## config.mk

```make
export PLATFORM = sky130hd
export DESIGN_NAME = dmem_access_ctrl
export DESIGN_NICKNAME = d
export VERILOG_FILES = /design/src/rtl/dmem_ctrl_pkg.sv /design/src/rtl/dmem_wr_delay.sv /design/src/rtl/dmem_access_ctrl.sv
export SDC_FILE = /design/constraint.sdc
export NUM_CORES = 1
export LEC_CHECK = 0
export ABC_AREA = 0
export CAP_MARGIN = 30
export CORE_ASPECT_RATIO = 1.5
export CORE_MARGIN = 3
export CORE_UTILIZATION = 55
export DETAILED_ROUTE_END_ITERATION = 7
export GPL_TIMING_DRIVEN = 0
export PLACE_DENSITY_LB_ADDON = 0.1
export SETUP_SLACK_MARGIN = 0.05
export SKIP_LAST_GASP = 1
export SLEW_MARGIN = 5
export SYNTH_ARGS = -nofsm -noshare
export SYNTH_HDL_FRONTEND = slang
export SYNTH_SLANG_ARGS = --single-unit
export TNS_END_PERCENT = 100
```

## constraint.sdc

```tcl
create_clock -name clk -period 4.4 [get_ports clk]
set_input_delay 0.44 -clock clk [delete_from_list [all_inputs] [get_ports clk]]
set_output_delay 0.44 -clock clk [all_outputs]
set_load 0.01 [all_outputs]
```

## src/rtl/dmem_ctrl_pkg.sv

```systemverilog
// Shared constants and state encoding for the D-memory access sequencer.
package dmem_ctrl_pkg;

    localparam int unsigned ADDRESSWIDTH     = 5;
    localparam int unsigned NADDR            = 20;
    localparam int unsigned PIPE_LAT_DEFAULT = 4;
    localparam int unsigned DRAINW           = 4;

    typedef enum logic [1:0] {
        StIdle  = 2'd0,
        StRead  = 2'd1,
        StDrain = 2'd2,
        StDone  = 2'd3
    } state_e;

endpackage

```

## src/rtl/dmem_wr_delay.sv

```systemverilog
// Fixed-depth 1-bit shift register turning read enables into write-back enables.
module dmem_wr_delay #(
    parameter int unsigned PIPE_LAT = 4
) (
    input  logic clk,
    input  logic rst,
    input  logic din,
    output logic dout
);

    logic [PIPE_LAT-1:0] sr_q, sr_d;

    always_comb begin
        sr_d    = sr_q << 1;
        sr_d[0] = din;
    end

    // Synchronous clear drops in-flight writes when the sequencer is reset.
    always_ff @(posedge clk) begin
        if (!rst) begin
            sr_q <= '0;
        end else begin
            sr_q <= sr_d;
        end
    end

    assign dout = sr_q[PIPE_LAT-1];

endmodule

```

## src/rtl/dmem_access_ctrl.sv

```systemverilog
// Layer-by-layer read sequencer for the D queue memory with delayed write-back enable.
module dmem_access_ctrl
    import dmem_ctrl_pkg::*;
#(
    parameter int unsigned PIPE_LAT = PIPE_LAT_DEFAULT,
    parameter int unsigned ITERW    = 5
) (
    input  logic                    clk,
    input  logic                    rst,
    input  logic                    start,
    input  logic [ITERW-1:0]        max_iter,
    input  logic                    early_term,
    output logic                    rd_en,
    output logic [ADDRESSWIDTH-1:0] rd_address,
    output logic                    rd_layer,
    output logic                    wr_en,
    output logic                    first_iter,
    output logic [ITERW-1:0]        iter_count,
    output logic                    busy,
    output logic                    done
);

    state_e                  state_q, state_d;
    logic [ADDRESSWIDTH-1:0] addr_q, addr_d;
    logic [DRAINW-1:0]       drain_q, drain_d;
    logic                    layer_q, layer_d;
    logic [ITERW-1:0]        iter_q, iter_d;
    logic [ITERW-1:0]        max_q, max_d;
    logic                    et_q, et_d;
    logic                    first_q, first_d;
    logic                    rd_en_q, rd_en_d;
    logic                    busy_q, busy_d;
    logic                    done_q, done_d;

    always_comb begin
        state_d = state_q;
        addr_d  = addr_q;
        drain_d = drain_q;
        layer_d = layer_q;
        iter_d  = iter_q;
        max_d   = max_q;
        et_d    = et_q;
        first_d = first_q;

        case (state_q)
            StIdle: begin
                if (start) begin
                    state_d = StRead;
                    max_d   = (max_iter == '0) ? ITERW'(1) : max_iter;
                    iter_d  = '0;
                    first_d = 1'b1;
                    layer_d = 1'b0;
                    addr_d  = '0;
                    et_d    = 1'b0;
                end
            end
            StRead: begin
                et_d = et_q | early_term;
                if (addr_q == ADDRESSWIDTH'(NADDR - 1)) begin
                    state_d = StDrain;
                    drain_d = DRAINW'(PIPE_LAT);
                    addr_d  = '0;
                end else begin
                    addr_d = addr_q + 1'b1;
                end
            end
            StDrain: begin
                et_d = et_q | early_term;
                if (drain_q == DRAINW'(1)) begin
                    if (!layer_q) begin
                        layer_d = 1'b1;
                        state_d = StRead;
                    end else begin
                        iter_d  = iter_q + 1'b1;
                        first_d = 1'b0;
                        layer_d = 1'b0;
                        // Stopping on equality keeps the count from ever wrapping.
                        state_d = (iter_d == max_q || et_q) ? StDone : StRead;
                    end
                end else begin
                    drain_d = drain_q - 1'b1;
                end
            end
            StDone: begin
                state_d = StIdle;
            end
            default: begin
                state_d = StIdle;
            end
        endcase

        rd_en_d = (state_d == StRead);
        busy_d  = (state_d == StRead) || (state_d == StDrain);
        done_d  = (state_d == StDone);
    end

    always_ff @(posedge clk) begin
        if (!rst) begin
            state_q <= StIdle;
            addr_q  <= '0;
            drain_q <= '0;
            layer_q <= 1'b0;
            iter_q  <= '0;
            max_q   <= '0;
            et_q    <= 1'b0;
            first_q <= 1'b0;
            rd_en_q <= 1'b0;
            busy_q  <= 1'b0;
            done_q  <= 1'b0;
        end else begin
            state_q <= state_d;
            addr_q  <= addr_d;
            drain_q <= drain_d;
            layer_q <= layer_d;
            iter_q  <= iter_d;
            max_q   <= max_d;
            et_q    <= et_d;
            first_q <= first_d;
            rd_en_q <= rd_en_d;
            busy_q  <= busy_d;
            done_q  <= done_d;
        end
    end

    dmem_wr_delay #(
        .PIPE_LAT(PIPE_LAT)
    ) u_wr_delay (
        .clk (clk),
        .rst (rst),
        .din (rd_en_q),
        .dout(wr_en)
    );

    assign rd_en      = rd_en_q;
    assign rd_address = addr_q;
    assign rd_layer   = layer_q;
    assign first_iter = first_q;
    assign iter_count = iter_q;
    assign busy       = busy_q;
    assign done       = done_q;

endmodule
```

* Yosys cells after proc, flatten, opt, wreduce, memory -nomap -nowiden
Index checks and enable logic that the tools add are counted.
Storage, ports and cells: flip-flop bits (word level) 31, bits of input ports 9, word-level logic and storage cells 70
Cells by class: $add $sub $neg 3, equal/unequal tests 14, mux-type cells 25, bitwise operators 1, reductions and logical operators 15
Operators with widths (count):
- $mux W5 | 5
- $pmux W5 S2 | 2
- $add A5 B1 Y5 const B | 2
- $mux W2 | 5
- $ne A2 B2 Y1 const B | 5
- $eq A2 B2 Y1 const B | 4
- $mux W4 | 2
- $pmux W2 S4 | 1
- $pmux W4 S2 | 1
- $reduce_bool A2 Y1 | 4
- $mux W1 | 6
- $pmux W1 S2 | 3
- $reduce_and A2 Y1 | 3
- $reduce_and A3 Y1 | 2
- $eq A5 B5 Y1 | 1
- $eq A5 B5 Y1 const B | 1
- $logic_not A5 Y1 | 1
- $eq A2 B1 Y1 const B | 2
- $eq A4 B1 Y1 const B | 1
- $reduce_and A4 Y1 | 1
- $sub A4 B1 Y4 const B | 1
- $logic_not A2 Y1 | 1
- $logic_or A1 B1 Y1 | 2
- $reduce_or A2 Y1 | 1
- $or A1 B1 Y1 | 1

* Longest topological paths before layout
Gate-level depths: netlist (run 1).
depth in word-level cells 9, depth in mapped cells 8

* Hierarchy
From an unflattened synthesis (run 1), not the netlist that was laid out.
Unflattened totals: cell total of the unflattened synthesis 182, area, all modules 1601.5 um2
Modules (own cells, without submodules):
- dmem_access_ctrl | times used 1, cells each 174, area each 1496.4 um2, seq. area each 540.5 um2
- dmem_wr_delay | times used 1, cells each 8, area each 105.1 um2, seq. area each 80.1 um2

* Worst setup path before layout (run 1)
Ideal clock, no wire load.
path type reg-to-reg, from register state_q[0], to register busy_q (netlist: busy), arrival 1788 ps, slack 2545 ps, cell stages (with the launch flop) 9, path buffers 0, clock period less this slack 1855 ps, cells stage by stage dfxtp_1 inv_1 ha_1 or2b_4 a21o_1 o221ai_1 a211oi_1 ha_1 nor2_1
Between the ends: word-level cells in the longest chain between the ends 4, elaborated cells on any way between the ends 11
RTL lines:
- start: declaration | RTL line dmem_access_ctrl.sv:23 | state_e state_q, state_d;
- start signal: assignment | RTL line dmem_access_ctrl.sv:99 | state_q <= StIdle;
- start signal: assignment | RTL line dmem_access_ctrl.sv:111 | state_q <= state_d;
- $eq A2 B2 Y1 (tied with other cells) | RTL line dmem_access_ctrl.sv:45 | case (state_q)
- $pmux W2 S4 * | RTL line dmem_access_ctrl.sv:45
- $eq A2 B1 Y1 or $eq A2 B2 Y1 (tied branches) | RTL line dmem_access_ctrl.sv:93 | busy_d = (state_d == StRead) || (state_d == StDrain);
- $logic_or A1 B1 Y1 * | RTL line dmem_access_ctrl.sv:93
- end signal: assignment | RTL line dmem_access_ctrl.sv:120 | busy_q <= busy_d;
- end: declaration | RTL line dmem_access_ctrl.sv:32 | logic busy_q, busy_d;
Every way passes the cells marked *; elsewhere a longest branch is shown, timed or not. A chain may end at the register's enable or synchronous reset.

* Worst setup path after layout (run 1)
from register state_q[1], to register busy_q (netlist: busy)
The elaborated chain is that of the path after synthesis.

==> key figures, run 1 <==
Route
  • Post-route antenna net violation count: 0
  • Routed len/inst: ~14 um
  • Remaining design rule violation count: 0
  • Iteration-0 DRC count of the detailed router: 30
  • Total wire length after detailed routing: roughly 3600 um
  • Drt pass-1 iters: 4
  • Via density: between 5 and 6
  • Vias: between 1000 and 1500

Global routing
  • Number of antenna violations at the first check in global routing: 0
  • Met3 Track Usage GR: 0.0554
  • Global-route total usage across every layer: 0.223
  • Via count of the first global-routing pass: between 1000 and 1500
  • Met2 Usage GRT: 0.408
  • First-pass GRT wire length: 6290 um
  • Total overflow reported by the global router: 0
  • Global routing met1 resource utilization: 0.231
  • Largest net degree at the start of global routing: 11
  • Gr busiest metal: met2

Floorplanning
  • Row cnt: 23
  • Die Height: just over 70 um
  • Core Region: 0.00273 mm^2
  • Starting utilization of the core area: 0.592
  • Die outline width: 50.3 um
  • Number of I/O pins: 25
  • Die ar.: between 0.003 and 0.004 mm^2

Critical path
  • Type of the setup path with the least slack: reg -> reg
  • Crit path max fanout: 8
  • Critical Path RT: approximately 4.6 ns
  • FF-to-FF Start: state_q[1]
  • Type of element launching the critical path: flip-flop
  • Capturing point of the worst reg2reg path: busy
  • Critical path endpoint category: flip-flop
  • Worst R2R Setup Slack: about 2.3 ns
  • Cells along the critical path: inv_1 -> ha_1 -> or2b_4 -> a21o_1 -> o221ai_1 -> a211oi_1 -> ha_1 -> nor2_1
  • Critical path launch point: state_q[1]
  • Arrival time reported for the critical path endpoint: 2.35 ns
  • Cell seen most often among critical-path stages: ha_1
  • Worst reg-to-reg path cell count: 8
  • CP max stage cell: a211oi_1
  • Stage delay of the slowest cell on the critical path: between 0.4 and 0.5 ns
  • Capturing instance or port of the critical path: busy

Synth
  • Syn Inst Count: ~190
  • Top area cells in the synthesized netlist: dfxtp_1, ha_1, nor2_1, a21oi_1, nand2_1
  • Commonest register cell after synthesis: dfxtp_1
  • Count of different cell masters after synthesis: between 40 and 50
  • Share of the synthesized area in the top cell type: 0.384
  • Cell area after technology mapping: ~0.0016 mm^2
  • Number of flops mapped to enable cells by yosys: 0
  • Syn Nets: around 200
  • Largest area contributor in the synthesized netlist: dfxtp_1
  • Flop and latch count out of synthesis: 31
  • Register area share after synthesis: 0.384
  • Mean Syn Cell Area: 8.65 um^2
  • Fraction of registers with async set or reset after synthesis: 0
  • Number of synthesis warnings: 0

Finish
  • Number of antenna cells inserted: 0
  • Area growth syn-to-layout: 22.2%
  • Non-filler cells in the finished layout: about 250
  • Final layout net count: 235
  • Fraction of final layout cells sized beyond drive strength 1: 0.0876

Flow run
  • Max capacitance violation total: 0

Clocking
  • Clk Tree Root Cell: clkbuf_8
  • Quantity of gates resized following cts: 0
  • Hold buffer count at cts: 0
  • Num Clock Sinks: 31
  • Worst skew pair latency: ~0.28 ns
  • Clk buf depth: 2
  • CTS tree: done
  • Number of H-tree levels: 2
  • Post-CTS setup buffers: 0
  • Clock-pin slew reported for the worst setup and hold paths after clock tree synthesis: around 0.060 ns
  • Inserted Clock Buffers: 5

Status
  • Result of the run: finished clean

Timing
  • Final critical delay including setup and external delays: roughly 2.1 ns
  • Final Hold Vio Count: 0
  • Headroom to the max-slew limit: 0.657
  • Peak Freq: around 470 MHz
  • Sum of negative setup slack: 0 ns
  • Share of the clock period used by the worst path after layout: 0.487
  • RSZ-0062 raised after global routing: no
  • Final setup violation count: 0
  • Final number of max-transition violations: 0
  • Least-Margin Pin Slew: just over 0.5 ns
  • Worst clock skew on the final layout: a little under 0.004 ns

Placed design
  • Cells after DPL: 248
  • Total half-perimeter wirelength after legalization and detailed placement: around 2700 um
  • RD Place Congestion: ~0.81
  • Port bufs: 24

Hold path
  • Hold Crit Class: reg -> reg
  • Hold depth: 1

Pwr
  • Leakage dissipation: approximately 0.73 nW
  • PD cells: between 300 and 400 mW/mm^2
  • Peak supply drop: approximately 0.30 mV
layout by cell type (no fill, tap or decap), types with 3 or more instances in the layout:
cell type / n
nor3_1: 6
nor2b_1: 4
nand2_1: 17
clkbuf_8: 6
inv_1: 11
xor2_1: 4
nor2_1: 20
xnor2_1: 4
and2_1: 7
ha_1: 8
clkdlybuf4s50_1: 24
o21a_1: 3
clkbuf_1: 3
o21ai_0: 7
dfxtp_1: 31
nand3_1: 7
a21oi_1: 14
stage by stage:
stage	power (W)	cell area (um^2)	setup WS, ns	hold slack, ns	util
6_report	0.000653	1980	2.26	0.429	0.723
5_1_grt	0.000689	1980	2.07	0.439	0.723
4_1_cts	0.000658	1980	2.21	0.431	0.723
3_5_place_dp	0.000461	1900	2.06	0.417	0.697
3_3_place_gp	0.000454	1900	2.10	0.408	0.697
2_1_floorplan	0.000416	1620	2.55	0.406	-
Yosys cell counts (all sizes together) (6+ instances only):
| master | instances |
|---|---|
| nand2 | 17 |
| dfxtp | 31 |
| o21ai | 7 |
| nor2 | 20 |
| and2 | 7 |
| inv | 11 |
| a21oi | 16 |
| nor3 | 6 |
| nand3 | 7 |
| ha | 8 |
worst min-delay path by stage:
stage / from / to / slack, ns
CTS: u_wr_delay.sr_q[0] / u_wr_delay.sr_q[1] / 0.43
global route: u_wr_delay.sr_q[0] / u_wr_delay.sr_q[1] / 0.44
finish: u_wr_delay.sr_q[0] / u_wr_delay.sr_q[1] / 0.43
floorplan: u_wr_delay.sr_q[0] / u_wr_delay.sr_q[1] / 0.41
detailed placement: u_wr_delay.sr_q[0] / u_wr_delay.sr_q[1] / 0.42
global placement: u_wr_delay.sr_q[0] / u_wr_delay.sr_q[1] / 0.41
power by group:
part	leakage [nW]	internal (W)	switching [W]
clock network	0.0371	0.000105	0.0000946
registers	0.252	0.000299	0.0000152
logic	0.436	0.0000659	0.0000737
metal layers:
layer / up-vias / part of all wire / wire [um]
met5: - / 0 / 0
met4: 0 / 0.028 / 99
met3: 12 / 0.044 / 157
met2: 39 / 0.54 / 1950
met1: 673 / 0.38 / 1380
li1: 712 / - / -
cells by family (layout without fill, tap and decap cells):
logic type,count (synthesis),after routing,synth area share
simple gates,75,75,0.251
mux,2,2,0.0124
flops,31,31,0.384
xor+xnor,8,8,0.0433
buf+inv,18,48,0.0541
compound gates,45,45,0.193
fa+ha+maj,8,8,0.0619
critical path, delay by kind of cell (launching register included):
family          cells  cell delay (ns)
buf+inv             1             0.10
compound gates      3             0.65
simple gates        2             0.37
flops               1             0.38
fa+ha+maj           2             0.58
final cells by class:
type | instances | area [um^2]
Buffer | 6 | 42.5
Tap cell | 37 | 46.3
Inverter | 12 | 45.0
Fill cell | 215 | 757
Clock buffer | 6 | 72.6
Sequential cell | 31 | 621
Timing Repair Buffer | 24 | 240
Multi-Input combinational cell | 138 | 910
state kept, by name (all words and copies together) (netlist names), 2 cells and up:
name             count
state_q              2
u_wr_delay.sr_q      4
rd_address           5
iter_count           5
max_q                5
drain_q              4
Note: power is estimated with default switching activity, not from simulation.
==> inputs of run 2 (changes only) <==
--- a/config.mk
+++ b/config.mk
@@ -9,7 +9,7 @@
 export CAP_MARGIN = 30
 export CORE_ASPECT_RATIO = 1.5
 export CORE_MARGIN = 3
-export CORE_UTILIZATION = 55
+export CORE_UTILIZATION = 48
 export DETAILED_ROUTE_END_ITERATION = 7
 export GPL_TIMING_DRIVEN = 0
 export PLACE_DENSITY_LB_ADDON = 0.1
==> constraint.sdc (replaced) <==
create_clock -name clk -period 1.7 [get_ports clk]
set_input_delay 0.17 -clock clk [delete_from_list [all_inputs] [get_ports clk]]
set_output_delay 0.17 -clock clk [all_outputs]
set_load 0.01 [all_outputs]
==> run 2 against run 1 <==
Net effect: the run now ends with setup timing left; power increased to 3.0 times the previous value; highest routed layer unchanged; routed wire length increased by 23%; clock skew is 0.0020 ns higher; sequential cell count is the same; via count is 9.1% higher; worst setup slack lost 2.4 ns; sequential share of layout area is 4.6 points lower.
==> key figures, run 2 (synthesized netlist as in run 1, its figures left out) <==
Global routing
  • Number of antenna violations at the first check in global routing: 0 (unchanged)
  • Total overflow reported by the global router: 0 (unchanged)
  • First-pass GRT wire length: 6770 um (+7.6%)
  • Global-route total usage across every layer: 0.221 (-0.00191)
  • Via count of the first global-routing pass: 1556 (+4.3%)
  • Largest net degree at the start of global routing: 11 (unchanged)

Floorplanning
  • Die outline width: 53.4 um (+6.2%)
  • Die Height: 77.1 um (+6.5%)
  • Core Region: 0.00319 mm^2 (+17%)
  • Row cnt: 25 (+8.7%)
  • Number of I/O pins: 25 (unchanged)
  • Starting utilization of the core area: 0.507 (-0.0847)
  • Die ar.: 0.00412 mm^2 (+13%)

Placed design
  • Port bufs: 24 (unchanged)
  • RD Place Congestion: 0.777 (-4.4%)
  • Cells after DPL: 251 (+1.2%)
  • Total half-perimeter wirelength after legalization and detailed placement: 2740 um (+0.82%)

Pwr
  • Switch Pwr: 0.000562 W (+210%)
  • Cell-internal power: 0.00141 W (+200%)
  • Sw Share: 0.286 (+0.00488)
  • Leakage dissipation: 0.866 nW (+19%)
  • Clk network pwr share: 0.326 (+0.020)
  • Reg power frac: 0.418 (-0.063)
  • Peak supply drop: 0.801 mV (+160%)
  • PD cells: 827 mW/mm^2 (+150%)
  • Combinational power share: 0.256 (+0.042)

Timing
  • Final setup violation count: 7 (+7)
  • RSZ-0062 raised after global routing: yes
  • Final Hold Vio Count: 0 (unchanged)
  • Worst hold slack: 0.437 ns (+0.00767 ns)
  • Final WS setup: -0.139 ns (-2.39 ns)
  • Least-Margin Pin Slew: 0.484 ns (-0.0296 ns)
  • Worst clock skew on the final layout: 0.00591 ns (+0.00203 ns)
  • Share of the clock period used by the worst path after layout: 1.08 (+0.594)
  • Final critical delay including setup and external delays: 1.84 ns (-0.306 ns)
  • Final number of max-transition violations: 0 (unchanged)
  • Peak Freq: 544 MHz (+17%)
  • Headroom to the max-slew limit: 0.677 (+0.0197)

Critical path
  • Crit path max fanout: 3 (-5)
  • Critical Path RT: 1.91 ns (-2.70 ns)
  • Type of element launching the critical path: flip-flop
  • CP max stage cell: dfxtp_2
  • Type of the setup path with the least slack: reg -> reg
  • Arrival time reported for the critical path endpoint: 2.05 ns (-0.30 ns)
  • Cells along the critical path: inv_2 -> ha_4 -> and4bb_2 -> o211ai_1 -> buf_4 -> nor4_4 -> a211oi_2 -> ha_2 -> nor2_1
  • Stage delay of the slowest cell on the critical path: 0.34 ns (-0.08 ns)
  • Critical path endpoint category: flip-flop

Route
  • Iteration-0 DRC count of the detailed router: 55 (+83%)
  • Vias: 1567 (+9.1%)
  • Drt pass-1 iters: 4 (unchanged)
  • Remaining design rule violation count: 0 (unchanged)
  • Total wire length after detailed routing: 4400 um (+23%)
  • Via density: 5.58 (-1.4%)
  • Post-route antenna net violation count: 0 (unchanged)
  • Routed len/inst: 15.7 um (+11%)

Status
  • Result of the run: finished, violations left
  • Failing checks: setup timing

Clocking
  • Clk buf depth: 2 (unchanged)
  • Worst skew pair latency: 0.28 ns (about the same)
  • Clk Tree Root Cell: clkbuf_8
  • Clock-pin slew reported for the worst setup and hold paths after clock tree synthesis: 0.07 ns (about the same)
  • Num Clock Sinks: 31 (unchanged)
  • Inserted Clock Buffers: 5 (unchanged)
  • CTS tree: done
  • Number of H-tree levels: 2 (unchanged)
  • Hold buffer count at cts: 0 (unchanged)

Finish
  • Number of antenna cells inserted: 0 (unchanged)
  • Final layout net count: 257 (+9.4%)
  • Fillcell total: 239 (+11%)
  • Area of the multi-input gates: 0.00107 mm^2 (+18%)
  • Fraction of final layout cells sized beyond drive strength 1: 0.315 (+0.228)
  • Non-filler cells in the finished layout: 281 (+11%)
  • Leading cell type in the layout, fill and taps excluded: clkdlybuf4s50_1
  • Most frequent cells in the layout: clkdlybuf4s50_1, dfxtp_1, nor2_1, buf_4, nand2_1
  • Reg area: 637 um^2 (+2.6%)
  • Area growth syn-to-layout: 47.0%

Hold path
  • Hold Crit Class: reg -> reg

Flow run
  • Max capacitance violation total: 0 (unchanged)
run 2: cell count changes in the layout (fill, tap and decap cells not counted), sizes merged:
cell,before,now
buf,2,24
clkbuf,10,12
run 2: final cells by class:
type | instances | share of cell area
Buffer | 6 | 0.0242
Clock buffer | 8 | 0.0421
Inverter | 12 | 0.0210
Multi-Input combinational cell | 138 | 0.450
Sequential cell | 31 | 0.268
Tap cell | 40 | 0.0210
Timing Repair Buffer | 46 | 0.174
run 2: path summary, 6_finish.rpt:
check | slack (ns) | cells past startpoint | endpoint | start
worst max register to register | -0.14 | 9 | busy | drain_q[1]
worst min-delay path | 0.44 | 1 | u_wr_delay.sr_q[1] | u_wr_delay.sr_q[0]
worst min register to register | 0.44 | 1 | u_wr_delay.sr_q[1] | u_wr_delay.sr_q[0]
worst max-delay path | -0.14 | 9 | busy | drain_q[1]
run 2: layer usage:
metal / wire [um] / GRT usage / up-vias
li1: - / - / 760
met1: 1620 / 0.215 / 750
met2: 2480 / 0.412 / 41
met3: 143 / 0.0602 / 16
met4: 150 / 0.0870 / 0
met5: 0 / 0 / -
run 2: power by group through the flow:
stage / clock network [W] / registers [W] / logic [W]
final: 0.000641 / 0.000823 / 0.000504
after global routing: 0.000686 / 0.000829 / 0.000547
after CTS: 0.000654 / 0.000818 / 0.000440
after global placement: 0 / 0.000827 / 0.000358
after floorplan: 0 / 0.000828 / 0.000260
after detailed placement: 0 / 0.000830 / 0.000370
run 2: what timing repair did:
item,4_1_cts,5_1_grt
setup endpoints to repair,12,14
cloned,0,0
gates resized for setup,19,20
setup buffers,15,8
pin swaps,7,14
run 2: critical path: cells and delay by family (launching register included):
| kind | cells | cell delay, ns |
|---|---|---|
| buf+inv | 2 | 0.23 |
| fa+ha+maj | 2 | 0.48 |
| compound gates | 2 | 0.38 |
| flops | 1 | 0.34 |
| simple gates | 3 | 0.34 |
run 2: through the flow:
stage	cell area (um^2)	TNS (ns)	utilization	power [W]	setup slack (ns)
floorplan	1660	0	-	0.00109	0.0254
global placement	1950	-0.507	0.611	0.00119	-0.166
detailed placement	1950	-0.954	0.611	0.00120	-0.227
CTS	2250	-0.105	0.705	0.00191	-0.0884
global route	2380	-1.07	0.745	0.00206	-0.246
finish	2380	-0.378	0.745	0.00197	-0.139
